File: config.mk
export PLATFORM = sky130hd
export DESIGN_NAME = vx_mem_perf_monitor
export DESIGN_NICKNAME = d
export VERILOG_FILES = /design/src/rtl/vx_mem_perf_monitor.sv
export SDC_FILE = /design/constraint.sdc
export NUM_CORES = 1
export LEC_CHECK = 0
export CORE_MARGIN = 2
export CORE_UTILIZATION = 25
export CTS_CLUSTER_SIZE = 40
export DETAILED_ROUTE_END_ITERATION = 10
export PLACE_DENSITY = 0.54
export RECOVER_POWER = 25
export SLEW_MARGIN = 15
export SYNTH_ARGS = -nofsm -noshare
export SYNTH_HDL_FRONTEND = slang
export SYNTH_SLANG_ARGS = --single-unit
export TNS_END_PERCENT = 50
File: constraint.sdc
create_clock -name clk -period 4.9 [get_ports clk]
set_input_delay 0.49 -clock clk [delete_from_list [all_inputs] [get_ports clk]]
set_output_delay 0.49 -clock clk [all_outputs]
set_load 0.01 [all_outputs]
File: src/rtl/vx_mem_perf_monitor.sv
// Multi-channel memory performance monitor: request/response counts, outstanding reads and
// accumulated read latency. Optional high-water mark via the VX_MEM_PERF_PEAK_EN macro.
module vx_mem_perf_monitor #(
  parameter int unsigned NUM_CHANNELS = 4,
  parameter int unsigned CTR_WIDTH    = 44,
  parameter int unsigned PEND_WIDTH   = 16
) (
  input  logic                    clk,
  input  logic                    reset_n,
  input  logic                    enable,
  input  logic                    clear,
  input  logic [NUM_CHANNELS-1:0] req_rd_fire,
  input  logic [NUM_CHANNELS-1:0] req_wr_fire,
  input  logic [NUM_CHANNELS-1:0] rsp_fire,
  output logic [CTR_WIDTH-1:0]    perf_reads,
  output logic [CTR_WIDTH-1:0]    perf_writes,
  output logic [CTR_WIDTH-1:0]    perf_rsps,
  output logic [CTR_WIDTH-1:0]    perf_latency,
  output logic [PEND_WIDTH-1:0]   perf_pending,
  output logic [PEND_WIDTH-1:0]   perf_peak,
  output logic                    sat_flag,
  output logic                    underflow_flag
);

  localparam int unsigned CntW  = $clog2(NUM_CHANNELS + 1);
  localparam int unsigned AccW  = ((CTR_WIDTH > PEND_WIDTH) ? CTR_WIDTH : PEND_WIDTH) + 1;
  // Two spare bits so that pending + rd_cnt can never wrap before the range check.
  localparam int unsigned NextW = PEND_WIDTH + 2;

  localparam logic [CTR_WIDTH-1:0]  CtrMax  = '1;
  localparam logic [PEND_WIDTH-1:0] PendMax = '1;

  function automatic logic [CntW-1:0] popcount(input logic [NUM_CHANNELS-1:0] v);
    logic [CntW-1:0] c;
    c = '0;
    for (int i = 0; i < NUM_CHANNELS; i++) c = c + CntW'(v[i]);
    return c;
  endfunction

  // Returns {overflow, saturated sum}.
  function automatic logic [CTR_WIDTH:0] sat_add(input logic [CTR_WIDTH-1:0] ctr,
                                                 input logic [AccW-1:0]      inc);
    logic [AccW-1:0] sum;
    sum = AccW'(ctr) + inc;
    if (sum > AccW'(CtrMax)) return {1'b1, CtrMax};
    return {1'b0, sum[CTR_WIDTH-1:0]};
  endfunction

  logic [NUM_CHANNELS-1:0] rd_fire_q, wr_fire_q, rsp_fire_q;
  logic [CntW-1:0]         rd_cnt, wr_cnt, rsp_cnt;
  logic [NextW-1:0]        pend_next;
  logic                    pend_neg, pend_ovf;
  logic [CTR_WIDTH:0]      reads_sum, writes_sum, rsps_sum, lat_sum;

  logic [CTR_WIDTH-1:0]  reads_q, reads_d, writes_q, writes_d;
  logic [CTR_WIDTH-1:0]  rsps_q, rsps_d, lat_q, lat_d;
  logic [PEND_WIDTH-1:0] pend_q, pend_d;
  logic                  sat_q, sat_d, udf_q, udf_d;

  always_comb begin
    rd_cnt  = popcount(rd_fire_q);
    wr_cnt  = popcount(wr_fire_q);
    rsp_cnt = popcount(rsp_fire_q);

    pend_next = NextW'(pend_q) + NextW'(rd_cnt) - NextW'(rsp_cnt);
    pend_neg  = pend_next[NextW-1];
    pend_ovf  = !pend_neg && (pend_next > NextW'(PendMax));
    if (pend_neg)      pend_d = '0;
    else if (pend_ovf) pend_d = PendMax;
    else               pend_d = pend_next[PEND_WIDTH-1:0];

    reads_sum  = sat_add(reads_q,  AccW'(rd_cnt));
    writes_sum = sat_add(writes_q, AccW'(wr_cnt));
    rsps_sum   = sat_add(rsps_q,   AccW'(rsp_cnt));
    lat_sum    = sat_add(lat_q,    AccW'(pend_q));

    reads_d  = reads_q;
    writes_d = writes_q;
    rsps_d   = rsps_q;
    lat_d    = lat_q;
    sat_d    = sat_q | pend_ovf;
    udf_d    = udf_q | pend_neg;

    if (enable) begin
      reads_d  = reads_sum[CTR_WIDTH-1:0];
      writes_d = writes_sum[CTR_WIDTH-1:0];
      rsps_d   = rsps_sum[CTR_WIDTH-1:0];
      lat_d    = lat_sum[CTR_WIDTH-1:0];
      sat_d    = sat_d | reads_sum[CTR_WIDTH] | writes_sum[CTR_WIDTH]
                       | rsps_sum[CTR_WIDTH] | lat_sum[CTR_WIDTH];
    end

    // Pending is left alone: requests issued before the clear are still in flight.
    if (clear) begin
      reads_d  = '0;
      writes_d = '0;
      rsps_d   = '0;
      lat_d    = '0;
      sat_d    = 1'b0;
      udf_d    = 1'b0;
    end
  end

  always_ff @(posedge clk or negedge reset_n) begin
    if (!reset_n) begin
      rd_fire_q  <= '0;
      wr_fire_q  <= '0;
      rsp_fire_q <= '0;
      reads_q    <= '0;
      writes_q   <= '0;
      rsps_q     <= '0;
      lat_q      <= '0;
      pend_q     <= '0;
      sat_q      <= 1'b0;
      udf_q      <= 1'b0;
    end else begin
      rd_fire_q  <= req_rd_fire;
      wr_fire_q  <= req_wr_fire;
      rsp_fire_q <= rsp_fire;
      reads_q    <= reads_d;
      writes_q   <= writes_d;
      rsps_q     <= rsps_d;
      lat_q      <= lat_d;
      pend_q     <= pend_d;
      sat_q      <= sat_d;
      udf_q      <= udf_d;
    end
  end

`ifdef VX_MEM_PERF_PEAK_EN
  logic [PEND_WIDTH-1:0] peak_q, peak_d;

  always_comb begin
    peak_d = (pend_d > peak_q) ? pend_d : peak_q;
    if (clear) peak_d = '0;
  end

  always_ff @(posedge clk or negedge reset_n) begin
    if (!reset_n) peak_q <= '0;
    else          peak_q <= peak_d;
  end

  assign perf_peak = peak_q;
`else
  assign perf_peak = '0;
`endif

  assign perf_reads     = reads_q;
  assign perf_writes    = writes_q;
  assign perf_rsps      = rsps_q;
  assign perf_latency   = lat_q;
  assign perf_pending   = pend_q;
  assign sat_flag       = sat_q;
  assign underflow_flag = udf_q;

endmodule

==> results_dict.tcl <==
set metrics [dict create \
    num_rows 81 \
    yosysTopAreaCellShare_pct 41.24 \
    timing.final.ws_setup_ns 0.3739 \
    cellPowerDensity_nw_per_um2 434.4 \
    netlist_area_sq_um 12500 \
    area_growth_syn_to_layout_pct 29.70 \
    timing.final.hold_violations 0 \
    status "finished with violations" \
    clockRootBuffer "clkbuf_16" \
    synth_ff_type "dfrtp_1" \
    first_pass_iters 6 \
    critPathLaunchType "register" \
    peakVddDrop_mv 0.2947 \
    worst_ep_required_time_ns 5.34 \
    grt_pass1_wl_um 68020 \
    synth_warnings 0 \
    maxSlewHeadroom_pct -109.3 \
    grt_use_total_pct 16.55 \
    nFillCells 5079 \
    clk_latency_ns 0.56 \
    worstPathArrival_ns 4.96 \
    p_clk_share_pct 29.1 \
    slew_violations 116 \
    swShare_pct 37.28 \
    cts_max_level 1 \
    drc 0 \
    grt_overflow 0 \
    clk_pin_slew_ns 0.06 \
    fin_crit_ns 4.526 \
    synth_edf_count 0 \
    wire_per_inst_um 19.06 \
    tightest_slew_ns 3.140 \
    critPathSlowestCell "fa_1" \
    grt_pass1_vias 11610 \
    synth_common_cells "206 x dfrtp_1, 151 x nor2_1, 117 x a21oi_1" \
    met3_length_um 2791 \
    leakage_nw 6.478 \
    finClkSkew_ns 0.01242 \
    grt_max_degree 116 \
    fp.dieW_um 227.6 \
    worst-path-buf-inv 4 \
    vias 12060 \
    wirelength_um 43570 \
    antenna_found_initial 1 \
    cts_buffers 28 \
    yosysMostFrequentCell "dfrtp_1" \
    seqPwrFrac_pct 29.1 \
    synth_cell_type_count 67 \
    start_util_pct 25.43 \
    drive_above_1_share_pct 6.046 \
    highest_layer "met4" \
    violations "max-capacitance violations, max-slew violations" \
    die_height_um 227.6 \
    final_cells 2286 \
    combPwrFrac_pct 41.8 \
    dieArea_sq_um 51800 \
    async_flop_share_pct 100.0 \
    cts_tree "done" \
    place.gp.congestion 0.8324 \
    port_buffers 209 \
    hpwl_um 30970 \
    core_sq_um 49150 \
    clock_sinks 206 \
    drtIter0Drc 986 \
    path_max_fanout 17 \
    synth_cells 1406 \
    crit_path_cell_trace "inv_1 > fa_1 > inv_1 > ha_1 > ha_1 > fa_1 > inv_1 > fa_1 > a211oi_1 > o21ai_0 > and3_1 > a311oi_1 > o211a_1 > a211oi_4 > buf_12 > o31a_1" \
    fmax_ghz 0.2209 \
    endpoint_kind "register" \
    met1Wirelength_um 19540 \
    vias_per_cell 5.276 \
    finalCritPeriodShare_pct 92.37 \
    crit_family "adder cells" \
    dp.cells 2233 \
    ys_seq_area_share_pct 41.24 \
    slowest_delay_ns 0.53 \
    layout.nets 1673 \
    synth_top_area_cell "dfrtp_1" \
    rsz0062_at_grt "no" \
    dp_worst_setup_slack_ns -0.1084 \
    min_path_type "input port to register" \
    wl_met2_um 20320 \
    path_class "register to register" \
    p_int_mw 4.417 \
    yosys-top-cells-area "dfrtp_1 41%, a21oi_1 4.7%, ha_1 4.6%, nor2_1 4.5%, a311oi_1 4.4%" \
    report.final.setup_viol 0 \
    p_switching_mw 2.625 \
    maxCapViolCount 1 \
    detail-route-antenna-nets 0 \
    yosys_register_bits 206 \
    pin_count 226 \
    clk_path_buf_depth 3 \
    syn_avg_cell_area_sq_um 8.890 \
]
==> cell type report <==
class,count,area [sq um],share of cell area (%)
tap,664,830.8,5.125
clock inverter,11,86.33,0.5325
clock buffer,40,827.0,5.101
inverter,65,244.0,1.505
sequential,206,5155,31.80
multi-input combinational,1063,6765,41.73
antenna,1,2.502,0.01544
timing repair buffer,236,2301,14.19
==> worst reg2reg max path, delay by kind of cell (launching register included) <==
| family | cells | cell delay [ns] |
|---|---|---|
| buffers and inverters | 4 | 0.36 |
| adder cells (fa/ha/maj) | 5 | 2.03 |
| AND/OR/NAND/NOR | 1 | 0.21 |
| flip-flops | 1 | 0.33 |
| AO/OA/AOI/OAI | 6 | 1.49 |
==> power groups by stage <==
stage / registers [mW] / clock network [mW] / logic, mW
2_1_floorplan: 2.07 / 0 / 1.97
3_3_place_gp: 2.08 / 0 / 2.80
3_5_place_dp: 2.08 / 0 / 2.83
4_1_cts: 2.05 / 2.11 / 2.89
5_1_grt: 2.08 / 2.19 / 3.28
6_report: 2.05 / 2.05 / 2.94
==> metrics by stage <==
step                      util, %  hold WS (ns)  setup TNS, ns  area, sq um  power (mW)
after floorplan                 -        0.1944              0        12560       4.040
after global placement      31.11        0.5031      -0.008024        15290       4.884
after detailed placement    31.11        0.4988         -1.154        15290       4.911
after CTS                   32.98       0.04873              0        16210       7.059
after global routing        32.98        0.3611              0        16210       7.548
final                       32.98        0.3872              0        16210       7.042
==> cell families after synthesis <==
family | synth area share [%]
AND/OR/NAND/NOR | 22.14
AO/OA/AOI/OAI | 23.01
XOR/XNOR | 1.822
multiplexers | 0.1602
other | 0.03000
flip-flops | 41.24
buffers and inverters | 5.225
adder cells (fa/ha/maj) | 6.366
==> layout by cell type, fill, tap and decap left out, types with 6 or more instances in the layout <==
master	Yosys	layout
a211o_1	11	11
a211oi_1	52	52
a21o_1	18	18
a21oi_1	117	116
a311oi_1	63	63
a31oi_1	27	26
a41o_1	7	7
a41oi_1	9	9
and2_1	22	22
and3_1	41	41
and4_1	23	23
buf_4	16	26
clkbuf_16	0	29
clkbuf_8	0	6
clkdlybuf4s50_1	0	194
clkinv_2	0	8
conb_1	1	16
dfrtp_1	206	206
dlygate4sd3_1	0	12
fa_1	11	11
ha_1	46	46
inv_1	65	65
nand2_1	76	76
nand3_1	64	64
nand4_1	37	37
nor2_1	151	151
nor3_1	75	75
nor4_1	15	15
o21a_1	24	24
o21ai_0	54	54
xnor2_1	14	14
xor2_1	12	12
==> sequential cells by signal (all words and copies together) (netlist names) <==
signal and cells:
rd_fire_q 4, rsp_fire_q 4, underflow_flag 1, wr_fire_q 4, perf_writes 44, perf_latency 44, perf_rsps 44, perf_pending 16
sat_flag 1, perf_reads 44
==> layer usage <==
layer | vias up | track usage, %
met5 | - | 0
met4 | 0 | 3.943
met3 | 48 | 3.717
met1 | 6003 | 22.38
met2 | 335 | 26.78
li1 | 5674 | -
==> timing repair <==
action | in CTS | in global routing
resized for setup | 1 | 0
buffers inserted | 0 | 1
hold buffers | 0 | 0
endpoints found under the setup margin | 17 | 17
pin swaps | 0 | 1
==> path summary, 6_finish.rpt <==
kind,from,end,slack (ns),cells after the start
min in group asynchronous,reset_n,perf_reads[10],0.92,1
max reg2reg,rsp_fire_q[0],perf_pending[15],0.37,16
min reg2reg,perf_reads[12],perf_reads[12],0.52,1
max in group asynchronous,reset_n,perf_rsps[3],1.17,2
max,rsp_fire_q[0],perf_pending[15],0.37,16
min,enable,perf_reads[19],0.39,3
Power figures use the tool's default switching activity.
